===== config.mk =====
export PLATFORM = sky130hd
export DESIGN_NAME = pow2_rr_sched
export DESIGN_NICKNAME = d
export VERILOG_FILES = /design/src/rtl/pow2_rr_sched.sv
export SDC_FILE = /design/constraint.sdc
export NUM_CORES = 1
export LEC_CHECK = 0
export ABC_CLOCK_PERIOD_IN_PS = 4000
export CAP_MARGIN = 10
export CELL_PAD_IN_SITES_DETAIL_PLACEMENT = 1
export CELL_PAD_IN_SITES_GLOBAL_PLACEMENT = 1
export CORE_MARGIN = 1
export CORE_UTILIZATION = 20
export DETAILED_ROUTE_END_ITERATION = 8
export PLACE_DENSITY_LB_ADDON = 0.08
export REMOVE_ABC_BUFFERS = 1
export SLEW_MARGIN = 20
export SYNTH_ARGS = -nofsm -noshare
export SYNTH_HDL_FRONTEND = slang
export SYNTH_SLANG_ARGS = --single-unit
export TNS_END_PERCENT = 10

===== constraint.sdc =====
create_clock -name clk_i -period 4 [get_ports clk_i]
set_input_delay 0.8 -clock clk_i [delete_from_list [all_inputs] [get_ports clk_i]]
set_output_delay 0.8 -clock clk_i [all_outputs]
set_load 0.01 [all_outputs]

===== src/rtl/pow2_rr_sched.sv =====
// Round-robin scheduler sharing one pow2 unit among several clients.
// Results return in order and are routed to their owners through an in-order tag FIFO.
module pow2_rr_sched #(
    parameter int unsigned num_clients_p = 4,
    parameter int unsigned width_p       = 32,
    parameter int unsigned max_out_p     = 4
) (
    input  logic                               clk_i,
    input  logic                               reset_n_i,
    input  logic [num_clients_p-1:0]           cl_v_i,
    input  logic [num_clients_p*width_p-1:0]   cl_exp_i,
    output logic [num_clients_p-1:0]           cl_ready_o,
    output logic [width_p-1:0]                 cl_data_o,
    output logic [num_clients_p-1:0]           cl_v_o,
    input  logic [num_clients_p-1:0]           cl_yumi_i,
    output logic [width_p-1:0]                 pow2_exp_o,
    output logic                               pow2_v_o,
    input  logic                               pow2_ready_i,
    input  logic [width_p-1:0]                 pow2_data_i,
    input  logic                               pow2_v_i,
    output logic                               pow2_yumi_o,
    output logic [$clog2(max_out_p):0]         outstanding_o,
    output logic                               error_o
);
    localparam int unsigned id_w   = $clog2(num_clients_p);
    localparam int unsigned addr_w = (max_out_p > 1) ? $clog2(max_out_p) : 1;
    localparam int unsigned cnt_w  = $clog2(max_out_p) + 1;

    logic [id_w-1:0]   ptr_r;
    logic [id_w-1:0]   grant_id;
    logic              grant_v;
    logic [id_w-1:0]   head_id;
    logic              fifo_full;
    logic              fifo_nonempty;
    logic              issue;
    logic              pop;
    logic [id_w-1:0]   tag_mem [max_out_p];
    logic [addr_w-1:0] wr_ptr_r;
    logic [addr_w-1:0] rd_ptr_r;
    logic [cnt_w-1:0]  count_r;
    logic              error_r;

    function automatic logic [id_w-1:0] rr_idx(input logic [id_w-1:0] base, input int unsigned off);
        return id_w'((32'(base) + off) % num_clients_p);
    endfunction

    function automatic logic [addr_w-1:0] adv(input logic [addr_w-1:0] a);
        return (a == addr_w'(max_out_p - 1)) ? '0 : a + addr_w'(1);
    endfunction

    // First requesting client at or after the priority pointer
    always_comb begin
        grant_v  = 1'b0;
        grant_id = '0;
        for (int unsigned k = 0; k < num_clients_p; k++) begin
            if (!grant_v && cl_v_i[rr_idx(ptr_r, k)]) begin
                grant_v  = 1'b1;
                grant_id = rr_idx(ptr_r, k);
            end
        end
    end

    assign fifo_full     = (count_r == cnt_w'(max_out_p));
    assign fifo_nonempty = (count_r != '0);
    assign pow2_v_o      = grant_v & ~fifo_full;
    assign issue         = pow2_v_o & pow2_ready_i;
    assign head_id       = tag_mem[rd_ptr_r];
    assign cl_data_o     = pow2_data_i;
    assign pow2_yumi_o   = pow2_v_i & fifo_nonempty & cl_yumi_i[head_id];
    assign pop           = pow2_yumi_o;
    assign outstanding_o = count_r;
    assign error_o       = error_r;

    always_comb begin
        pow2_exp_o = '0;
        if (grant_v) begin
            pow2_exp_o = cl_exp_i[32'(grant_id) * width_p +: width_p];
        end
    end

    // One-hot accept to the granted client, one-hot result valid to the head-tag owner
    always_comb begin
        cl_ready_o = '0;
        cl_v_o     = '0;
        for (int unsigned i = 0; i < num_clients_p; i++) begin
            cl_ready_o[i] = issue && (grant_id == id_w'(i));
            cl_v_o[i]     = pow2_v_i && fifo_nonempty && (head_id == id_w'(i));
        end
    end

    always_ff @(posedge clk_i or negedge reset_n_i) begin
        if (!reset_n_i) begin
            ptr_r    <= '0;
            wr_ptr_r <= '0;
            rd_ptr_r <= '0;
            count_r  <= '0;
            error_r  <= 1'b0;
            for (int unsigned i = 0; i < max_out_p; i++) begin
                tag_mem[i] <= '0;
            end
        end else begin
            if (issue) begin
                tag_mem[wr_ptr_r] <= grant_id;
                wr_ptr_r          <= adv(wr_ptr_r);
                ptr_r             <= (grant_id == id_w'(num_clients_p - 1)) ? '0 : grant_id + id_w'(1);
            end
            if (pop) begin
                rd_ptr_r <= adv(rd_ptr_r);
            end
            case ({issue, pop})
                2'b10:   count_r <= count_r + cnt_w'(1);
                2'b01:   count_r <= count_r - cnt_w'(1);
                default: count_r <= count_r;
            endcase
            // A result with nothing in flight is unattributable
            if (pow2_v_i && !fifo_nonempty) begin
                error_r <= 1'b1;
            end
        end
    end
endmodule


==> impl_metrics.yaml <==
timing:
  slew_violations: 0
  rsz0062_at_grt: "no"
  fmax_mhz: 258.2
  setup_viol: 0
  skew_ns: 0.002346
  layout_worst_path_cycle_share_pct: 96.81
  hold_ws_ns: 0.4687
  slew_headroom_pct: 40.02
  hold_viol: 0
  fin_crit_ns: 3.872
  tightest_slew_ns: 0.8969
yosys:
  synth-adder-area-share_pct: 6.466
  muxShareOfSynthArea_pct: 37.35
  synth_area_um2: 2245
  yosys.area.top_type: "mux2i_1"
  seq_area_frac_synth_pct: 20.07
  ys_warn_count: 0
  async_flop_share_pct: 100.0
  ys_ff_latch: 18
  ys_types: 33
  avgSynthCellArea_um2: 9.199
  synth_edf_count: 0
  synth_compound_area_share_pct: 13.15
  synthXorXnorAreaFrac_pct: 1.171
  syn_inst: 244
  synth.top_cell.area_share_pct: 30.32
  synth_top_family_by_area: "multiplexers"
  yosys.area_share.simple_pct: 5.964
  synth_area_leaders: "mux2i_1 30%, dfrtp_1 20%, buf_4 11%, o22ai_1 8.9%, ha_1 5.6%"
  synth-main-ff-cell: "dfrtp_1"
critical_path:
  crit_top_cell: "clkdlybuf4s50_1"
  critPathCaptureType: "output port"
  path_class: "input pin to output port"
  rr_worst_depth: 9
  cp_slowest_cell: "clkdlybuf4s50_1"
  critPathTopFamily: "buffers and inverters"
  cp-start-kind: "input pin"
  crit_cells: 8
  crit_path_max_incr_delay_ns: 0.58
  worstPathCellList: "clkdlybuf4s50_1, a21o_1, a21oi_1, o22a_1, or2_2, buf_12, o22ai_1, clkdlybuf4s50_1"
  cp.arrival_ns: 3.07
  critPathRequiredTime_ns: 3.20
  cp_max_fo: 32
  worst-path-buf-inv: 3
die:
  rows: 38
  num_io_pins: 250
  coreArea_um2: 10890
  start_util_pct: 20.62
  die_y_um: 107.9
  die_area_um2: 11650
  die_w_um: 107.9
drt:
  drc: 0
  wl_um: 10250
  drt_iter0_markers: 57
  first_pass_iters: 4
  wl_per_cell_um: 19.13
  ant_nets: 0
  via_per_inst: 4.601
  via_count: 2466
finish:
  design_area_um2: 4179
  diodes: 0
  num-fill-cells: 1231
  final_util_pct: 38.38
  drive_above_1_share_pct: 8.333
  area_delta_synth_final_pct: 86.18
  layout.nets: 580
global_routing:
  grt_max_degree: 33
  grt_pass1_vias: 2671
  antenna_found_initial: 0
  grt_usage_pct: 17.33
  grt_pass1_wl_um: 15180
  overflow: 0
cts:
  max-clock-path-buffers: 2
  numCtsBuffers: 3
  clk_pin_slew_ns: 0.07
  cts_setup_buffers: 0
  cts_tree: "yes"
  clk_latency_ns: 0.25
  cts-root-buf: "clkbuf_8"
  cts-htree-levels: 1
  cts_hold_buf: 0
  cts.sinks: 18
pwr:
  intPower_uw: 1404
  comb_power_share_pct: 78.6
  power.density_nw_per_um2: 564.2
  p_switching_uw: 953.8
  p_seq_share_pct: 15.0
  p_sw_share_pct: 40.45
  leakagePower_uw: 0.001732
  peakVddDrop_mv: 0.2884
  clockPowerShare_pct: 6.4
placement:
  gp_congestion: 0.7709
  dpl_cell_area_um2: 4118
  dp_hpwl_um: 8672
  portBuffers: 185
worst_hold_path:
  hold_depth: 1
  hold_path.class: "flip-flop to flip-flop"
status:
  outcome: "complete, no violations"
flow_run:
  drv_cap: 0
repair_timing:
| action | 4_1_cts | 5_1_grt |
|---|---|---|
| setup endpoints to repair | 0 | 1 |
| gates resized for setup | 0 | 1 |
| endpoints found under the hold margin | 0 | 0 |
metrics by stage:
stage                     instances  worst slack [ns]  power [µW]  TNS (ns)
after floorplan                 196            -3.456        1441   -131.42
final                           536            0.1275        2358         0
after global placement          532           0.07890        2221         0
after CTS                       536           0.05028        2404         0
after detailed placement        532           0.06346        2237         0
after global routing            536           0.02149        2551         0
synth_stat cells, drive strengths merged, types with 2 or more instances:
library cell   n
dfrtp         18
clkbuf         8
o221ai         2
ha            10
o21ai          3
a21o           2
mux2          12
buf           40
a21oi          4
and3           4
nand2          6
inv           12
nor2           6
o22ai         33
xor2           2
mux2i         68
flip-flops by register name, indices dropped and copies added (netlist names):
| signal | cells |
|---|---|
| tag_mem | 8 |
| error_o | 1 |
| ptr_r | 2 |
| rd_ptr_r | 2 |
| wr_ptr_r | 2 |
| outstanding_o | 3 |
power by group through the flow:
stage	Clock [µW]	Combinational [µW]	Sequential, µW
3_3_place_gp	0	1870	356
5_1_grt	167	2010	370
4_1_cts	158	1890	356
2_1_floorplan	0	1100	343
6_report	151	1850	353
3_5_place_dp	0	1880	359
area by class of cell:
| class | count | area [µm²] | share of cell area [%] |
|---|---|---|---|
| multi-input combinational | 166 | 1456 | 34.85 |
| timing repair buffer | 196 | 1997 | 47.78 |
| sequential | 18 | 450.4 | 10.78 |
| clock buffer | 4 | 55.05 | 1.317 |
| tap | 140 | 175.2 | 4.192 |
| inverter | 12 | 45.04 | 1.078 |
logic make-up (layout without fill, tap and decap cells):
kind of cell,count (synthesis),count (layout)
flip-flops,18,18
buffers and inverters,60,212
AND/OR/NAND/NOR,25,25
multiplexers,81,81
XOR/XNOR,3,3
adder cells (fa/ha/maj),11,11
AO/OA/AOI/OAI,46,46
placed cells by master, fill, tap and decap left out, types with 2 or more instances in the layout:
cell type          n
and3_1             4
nor2_1             6
o21ai_0            3
a21o_1             2
xor2_1             2
ha_1              10
a21oi_1            3
nand2_1            6
mux2_2            11
inv_1             12
buf_12             5
o221ai_1           2
o22ai_1           31
buf_4              6
dfrtp_1           18
clkbuf_8           4
mux2i_1           68
clkdlybuf4s50_1  185
o22ai_2            2
routing by layer:
layer / vias up / wire length, µm / GRT usage, %
met5: - / 0 / 0
met4: 0 / 139 / 4.403
met3: 6 / 1576 / 12.24
met2: 152 / 4790 / 27.80
met1: 1147 / 3746 / 18.25
li1: 1161 / - / -
path summary, 6_finish.rpt:
check                       startpoint               end  slack, ns
min in group asynchronous    reset_n_i        tag_mem[4]       1.05
max in group asynchronous    reset_n_i           error_o       2.40
min reg2reg                    error_o           error_o       0.47
min                            error_o           error_o       0.47
max                          cl_v_i[0]     pow2_exp_o[5]       0.13
max reg2reg                rd_ptr_r[0]  outstanding_o[2]       1.19
Note: power is estimated with default switching activity, not from simulation.
